File: config.mk
export PLATFORM = sky130hd
export DESIGN_NAME = reg_bank_arbiter
export DESIGN_NICKNAME = d
export VERILOG_FILES = /design/src/rtl/reg_bank_arb_pkg.sv /design/src/rtl/reg_bank_arbiter.sv
export SDC_FILE = /design/constraint.sdc
export NUM_CORES = 1
export LEC_CHECK = 0
export BUFFER_PORTS_ARGS = -buffer_cell sky130_fd_sc_hd__buf_2
export CAP_MARGIN = 20
export CORE_MARGIN = 4
export CORE_UTILIZATION = 47
export DETAILED_ROUTE_END_ITERATION = 16
export PLACE_DENSITY_LB_ADDON = 0.25
export SYNTH_ARGS = -nofsm -noshare
export SYNTH_HDL_FRONTEND = slang
export SYNTH_SLANG_ARGS = --single-unit
File: constraint.sdc
create_clock -name clk -period 2.2 [get_ports clk]
set_clock_uncertainty 0.1 [all_clocks]
set_input_delay 0.22 -clock clk [delete_from_list [all_inputs] [get_ports clk]]
set_output_delay 0.22 -clock clk [all_outputs]
set_load 0.02 [all_outputs]
File: src/rtl/reg_bank_arb_pkg.sv
// Shared types for the register-bank arbiter: FSM state encoding and
// requester identifiers.
package reg_bank_arb_pkg;

  typedef enum logic [1:0] {
    IDLE,
    ISSUE,
    WAIT,
    RESP
  } arb_state_e;

  localparam logic REQ_SPI = 1'b0;
  localparam logic REQ_DBG = 1'b1;

endpackage

File: src/rtl/reg_bank_arbiter.sv
// Two-requester round-robin arbiter in front of the register bank, with a
// bounded-wait timeout so a missing slave ack cannot hang a requester.
module reg_bank_arbiter
  import reg_bank_arb_pkg::*;
#(
  parameter int REG_W     = 8,
  parameter int ADDR_W    = 8,
  parameter int TIMEOUT_W = 4
) (
  input  logic              clk,
  input  logic              rstb,
  input  logic              ena,
  input  logic              m0_req,
  input  logic              m0_wr_rdn,
  input  logic [ADDR_W-1:0] m0_addr,
  input  logic [REG_W-1:0]  m0_wdata,
  output logic              m0_ack,
  output logic              m0_err,
  output logic [REG_W-1:0]  m0_rdata,
  input  logic              m1_req,
  input  logic              m1_wr_rdn,
  input  logic [ADDR_W-1:0] m1_addr,
  input  logic [REG_W-1:0]  m1_wdata,
  output logic              m1_ack,
  output logic              m1_err,
  output logic [REG_W-1:0]  m1_rdata,
  output logic              s_sel,
  output logic              s_wr_rdn,
  output logic [ADDR_W-1:0] s_addr,
  output logic [REG_W-1:0]  s_wdata,
  output logic              s_we,
  input  logic [REG_W-1:0]  s_rdata,
  input  logic              s_ack,
  input  logic              s_err,
  output logic              busy,
  output logic              gnt_id
);

  arb_state_e           state, state_nxt;
  logic                 last_srv;
  logic [TIMEOUT_W-1:0] wait_cnt;
  logic                 grant;
  logic                 capture;
  logic                 timeout;
  logic                 win_id;
  logic [REG_W-1:0]     cap_rdata;
  logic                 cap_err;

  // Contention goes to whoever was not served last; a sole requester always wins.
  always_comb begin
    win_id = REQ_SPI;
    if (m0_req && m1_req) win_id = ~last_srv;
    else if (m1_req)      win_id = REQ_DBG;
  end

  // Ack takes priority over expiry, so timeout is only flagged without s_ack.
  assign timeout   = (state == WAIT) && !s_ack && (wait_cnt == '1);
  assign cap_rdata = (timeout || s_wr_rdn) ? '0 : s_rdata;
  assign cap_err   = timeout ? 1'b1 : s_err;

  always_ff @(posedge clk or negedge rstb) begin
    if (!rstb) state <= IDLE;
    else       state <= state_nxt;
  end

  always_comb begin
    state_nxt = state;
    grant     = 1'b0;
    capture   = 1'b0;
    case (state)
      IDLE: begin
        if (ena && (m0_req || m1_req)) begin
          grant     = 1'b1;
          state_nxt = ISSUE;
        end
      end
      ISSUE: begin
        capture   = s_ack;
        state_nxt = s_ack ? RESP : WAIT;
      end
      WAIT: begin
        if (s_ack || timeout) begin
          capture   = 1'b1;
          state_nxt = RESP;
        end
      end
      RESP:    state_nxt = IDLE;
      default: state_nxt = IDLE;
    endcase
  end

  always_ff @(posedge clk or negedge rstb) begin
    if (!rstb) begin
      gnt_id   <= REQ_SPI;
      last_srv <= REQ_DBG;
      s_wr_rdn <= 1'b0;
      s_addr   <= '0;
      s_wdata  <= '0;
      wait_cnt <= '0;
      m0_rdata <= '0;
      m0_err   <= 1'b0;
      m1_rdata <= '0;
      m1_err   <= 1'b0;
    end else begin
      if (grant) begin
        gnt_id   <= win_id;
        s_wr_rdn <= win_id ? m1_wr_rdn : m0_wr_rdn;
        s_addr   <= win_id ? m1_addr   : m0_addr;
        s_wdata  <= win_id ? m1_wdata  : m0_wdata;
      end
      if (state == ISSUE)                wait_cnt <= '0;
      else if (state == WAIT && !s_ack)  wait_cnt <= wait_cnt + 1'b1;
      // Response lands directly in the owner's registers and holds until its next RESP.
      if (capture) begin
        if (gnt_id == REQ_DBG) begin
          m1_rdata <= cap_rdata;
          m1_err   <= cap_err;
        end else begin
          m0_rdata <= cap_rdata;
          m0_err   <= cap_err;
        end
      end
      if (state == RESP) last_srv <= gnt_id;
    end
  end

  assign s_sel  = (state == ISSUE) || (state == WAIT);
  assign s_we   = s_sel & s_wr_rdn;
  assign busy   = (state != IDLE);
  assign m0_ack = (state == RESP) && (gnt_id == REQ_SPI);
  assign m1_ack = (state == RESP) && (gnt_id == REQ_DBG);

endmodule

Yosys cells after proc, flatten, opt, wreduce, memory -nomap -nowiden
Cells that the tools add are included.
{"block": "totals", "reg_bits": 43, "input_bits": 49, "out_inout_bits": 41}
{"block": "classes", "add_sub_neg": 1, "n_eq_ne": 6, "muxes": 17, "n_bitwise": 3, "reduce_logical": 17}
{"op": "$mux 8", "n": 3}
{"op": "$mux 1", "n": 8}
{"op": "$mux 4", "n": 2}
{"op": "$pmux 2 s4", "n": 1}
{"op": "$logic_and 1x1->1", "n": 6}
{"op": "$reduce_and 2->1", "n": 3}
{"op": "$add 4x1->4 const B", "n": 1}
{"op": "$eq 2x2->1 const B", "n": 2}
{"op": "$eq 4x4->1 const B", "n": 1}
{"op": "$logic_or 1x1->1", "n": 4}
{"op": "$mux 2", "n": 2}
{"op": "$ne 2x2->1 const B", "n": 2}
{"op": "$reduce_bool 2->1", "n": 2}
{"op": "$eq 2x1->1 const B", "n": 1}
{"op": "$logic_not 2->1", "n": 1}
{"op": "$not 1->1", "n": 2}
{"op": "$pmux 1 s2", "n": 1}
{"op": "$and 1x1->1", "n": 1}
{"op": "$logic_not 1->1", "n": 1}

Depth between registers and ports, before layout
{"block": "logic_depth", "depth_word": 7, "ltp_mapped": 6, "mapped_depth_nobuf": 5}

Least setup slack after synthesis
OpenSTA, ideal clock, no wires.
{"block": "synth_path", "path_kind": "register to register", "from": "register state[0]", "to": "register m0_err", "t_arrival_ps": 1802, "t_required_ps": 1975, "path_slack_ps": 173, "stages_incl_launch_ff": 6, "synth_period_minus_slack_ps": 2027, "path_cell_list": "dfrtp_1 > inv_1 > ha_1 > a41oi_1 > nor4b_4 > mux2_2"}
{"block": "synth_between", "elab_chain_len": 7, "word_cells_on_any_way": 9, "classes_between": "eq/ne: 2; mux: 3; reduce/logical: 4"}
{"item": "start: declaration", "line": "reg_bank_arbiter.sv:39", "rtl": "arb_state_e state, state_nxt;"}
{"item": "start signal: assignment", "line": "reg_bank_arbiter.sv:63", "rtl": "else state <= state_nxt;"}
{"item": "$eq 2x2->1", "line": "reg_bank_arbiter.sv:57, reg_bank_arbiter.sv:70"}
{"item": "$logic_and 1x1->1 (2 in a row)", "line": "reg_bank_arbiter.sv:57", "rtl": "assign timeout = (state == WAIT) && !s_ack && (wait_cnt == '1);"}
{"item": "$logic_or 1x1->1", "line": "reg_bank_arbiter.sv:82", "rtl": "if (s_ack || timeout) begin"}
{"item": "$mux 1", "line": "reg_bank_arbiter.sv:82"}
{"item": "$pmux 1 s2", "line": "reg_bank_arbiter.sv:70", "rtl": "case (state)"}
{"item": "$reduce_and 2->1 (no source line)"}
{"item": "end signal: assignment", "line": "reg_bank_arbiter.sv:120", "rtl": "m0_err <= cap_err;"}
{"item": "end: declaration", "line": "reg_bank_arbiter.sv:18", "rtl": "output logic m0_err,"}
Several ways; a longest one is shown, not always the timed one.
A chain may end at the register's enable or synchronous reset.

Worst setup path in the final report
{"block": "layout_path", "from": "register state[0]", "to": "register m0_rdata[6]"}
{"block": "layout_between", "elab_chain_len": 7, "word_cells_on_any_way": 10, "classes_between": "eq/ne: 2; mux: 3; reduce/logical: 5"}
{"item": "$eq 2x2->1", "line": "reg_bank_arbiter.sv:57, reg_bank_arbiter.sv:70"}
{"item": "$logic_and 1x1->1 (2 in a row)", "line": "reg_bank_arbiter.sv:57"}
{"item": "$logic_or 1x1->1", "line": "reg_bank_arbiter.sv:82"}
{"item": "$mux 1", "line": "reg_bank_arbiter.sv:82"}
{"item": "$pmux 1 s2", "line": "reg_bank_arbiter.sv:70"}
{"item": "$reduce_and 2->1 (no source line)"}
{"item": "end signal: assignment", "line": "reg_bank_arbiter.sv:119", "rtl": "m0_rdata <= cap_rdata;"}
{"item": "end: declaration", "line": "reg_bank_arbiter.sv:19", "rtl": "output logic [REG_W-1:0] m0_rdata,"}
Several ways; a longest one is shown, not always the timed one.

==> qor.yml <==
status:
  status: "completed"
setup_path:
  critPathCapture: "m0_rdata[6]"
  regToRegStartpoint: "state[0]"
  rr_worst_depth: 6
  cp_max_fo: 9
  rr_endpoint: "m0_rdata[6]"
  cp.depth: 6
  cp.arrival_ns: 2.15
  crit_required_ns: 2.28
  worstSetupPathType: "reg2reg"
  r2r_setup_slack_ns: 0.13
  slowest_delay_ns: 0.43
  endpoint_kind: "register"
  crit_path_start_kind: "register"
  cp_top_family: "flip-flops"
  crit_start: "state[0]"
  crit_buf_inv: 2
  crit_chain: "inv_1 > ha_1 > a41oi_1 > nor4b_4 > buf_4 > mux2_2"
  crit_slowest_cell: "dfrtp_1"
min_path:
  hp-class: "in2reg"
layout:
  multiInputGateArea_um2: 932.1
  layout_common_cells: "buf_2 (89), dfrtp_1 (42), nand2_1 (21), mux2_2 (21), o21ai_0 (19)"
  fillCellCount: 359
  area_delta_synth_final_pct: 31.69
  nets: 330
  drive_gt1_share_pct: 46.57
  layout_commonest_cell: "buf_2"
  antennaDiodeCount: 0
  seq_area_um2: 1077
route:
  viasPerCell: 4.908
  drc_errors: 0
  via_count: 1605
  wirelength_um: 4490
  wl_met3_um: 377
  wl_per_cell_um: 13.73
  routedLengthMet1_um: 1940
  routed.top_layer: "met4"
  dr.pass1.iters: 3
  drtAntennaViolNets: 0
  wl_met2_um: 2104
  drtIter0Drc: 30
placed_design:
  dp.final_hpwl_um: 3475
  place_ws_ns: 0.1365
  gp_congestion: 0.7920
  port-buffer-count: 89
grt:
  grt_usage_pct: 17.26
  grt_pass1_wl_um: 7162
  grt_overflow_total: 0
  antenna_found_initial: 0
  grt_pass1_vias: 1635
  grt_max_degree: 35
power:
  power_density_nw_per_um2: 1358
  peakVddDrop_v: 0.0007483
  p_leak_nw: 1.430
clock_network:
  ctsResizeCount: 0
  cts_tree: "done"
  clk_pin_slew_worst_paths_ns: 0.08
  cts_buffers: 5
  cts-root-buf: "clkbuf_8"
  clkLatencyLatePin_ns: 0.29
  ctsLongestPathBuffers: 2
  cts_sinks: 43
  h-tree-depth: 2
synthesis:
  ys_ff_latch: 43
  yosysWarnings: 0
  async_reset_ff_share_pct: 100.0
  seq_area_frac_synth_pct: 52.56
  netlist_area_um2: 2049
  ys.flop_type: "dfrtp_1"
  synth_cells: 179
  yosys.cell_types.count: 32
  syn_nets: 233
  synth_edf_count: 0
  syn_area_per_cell_um2: 11.45
timing:
  hold_viol: 0
  worst_pin_slew_ns: 0.5347
  max_freq_ghz: 0.4825
  totalNegativeSetupSlack_ns: 0
  fin_crit_sh_pct: 94.20
  setup_violations: 0
  slew_headroom_pct: 64.35
  setup_slack_ns: 0.1276
  fin_crit_ns: 2.072
  slew_violations: 0
  rsz0062_at_grt: "no"
run:
  drv_cap: 0
floorplan:
  initial_core_util_pct: 49.80
  die_w_um: 74.04
  core_um2: 4115
  die_y_um: 74.04
  ios: 90
  die_area_um2: 5481
  core.rowCount: 23
-- stage by stage --
step                instance area (um^2)  power, mW  util [%]  hold slack (ns)  cells
global route                        2699      3.931     65.58           0.1128    327
floorplan                           2049      2.536         -          -0.1756    179
CTS                                 2699      3.720     65.58           0.1022    327
detailed placement                  2589      3.172     62.91           0.1390    318
finish                              2699      3.665     65.58           0.1100    327
global placement                    2589      3.124     62.91           0.1325    318
-- registers in the layout, summed over array words and instances (netlist names), 2 cells and up --
register,count
state,2
s_addr,8
m0_rdata,8
m1_rdata,8
s_wdata,8
wait_cnt,4
-- layer usage --
layer  vias up  track usage [%]
met4         0            7.042
met1       722            20.70
met5         -                0
met2        64            29.82
met3         5            4.054
li1        814                -
-- cells by family (layout without fill, tap and decap cells) --
group	after synthesis	after routing	synth area share [%]
AO/OA/AOI/OAI	37	37	10.20
adder cells (fa/ha/maj)	5	5	3.053
buffers and inverters	11	109	2.137
XOR/XNOR	2	2	0.8549
flip-flops	43	43	52.56
multiplexers	38	38	19.84
AND/OR/NAND/NOR	43	43	11.36
-- synthesized netlist by cell type, types with 2 or more instances --
| master | n | area, um^2 |
|---|---|---|
| and2_1 | 2 | 12.51 |
| buf_2 | 2 | 10.01 |
| clkbuf_1 | 5 | 18.77 |
| a21oi_1 | 11 | 55.05 |
| nand3_1 | 2 | 10.01 |
| o21ai_0 | 19 | 95.09 |
| nor2_1 | 2 | 7.510 |
| mux2i_1 | 17 | 170.2 |
| dfrtp_1 | 42 | 1051 |
| nand2_1 | 21 | 78.83 |
| inv_1 | 3 | 11.26 |
| mux2_2 | 21 | 236.5 |
| ha_1 | 5 | 62.56 |
| nand2b_1 | 8 | 50.05 |
| nor2b_1 | 2 | 12.51 |
-- report_power, final --
part           internal (mW)  switching (mW)
logic                  0.740            1.03
registers               1.14           0.216
clock network          0.286           0.250
-- tightest hold or removal path, cell delays in order --
cell and delay [ns]:
buf_2 0.07, mux2i_1 0.05, o21ai_0 0.13
-- worst min path at each step --
stage / from / end / slack (ns) / cells after the start
global route: m0_wdata[7] / s_wdata[7] / 0.11 / 3
floorplan: rstb / gnt_id / -0.18 / 0
finish: m0_addr[1] / s_addr[1] / 0.11 / 3
global placement: rstb / m1_err / 0.13 / 1
detailed placement: rstb / m1_err / 0.14 / 1
CTS: m0_addr[0] / s_addr[0] / 0.10 / 3
-- area by class of cell --
| cell class | instances | share of cell area [%] |
|---|---|---|
| flip-flops and latches | 43 | 39.92 |
| multi-input cells | 125 | 34.54 |
| repair buffers | 98 | 19.10 |
| clock buffers | 8 | 3.709 |
| well taps | 50 | 2.318 |
| inverters | 3 | 0.4172 |
-- what timing repair did --
action | in CTS | in global routing
hold endpoints to repair | 21 | 0
setup endpoints to repair | 0 | 0
hold buffers | 1 | 0
setup buffers | 0 | 0
No activity file was read; power rests on OpenSTA's default activity.
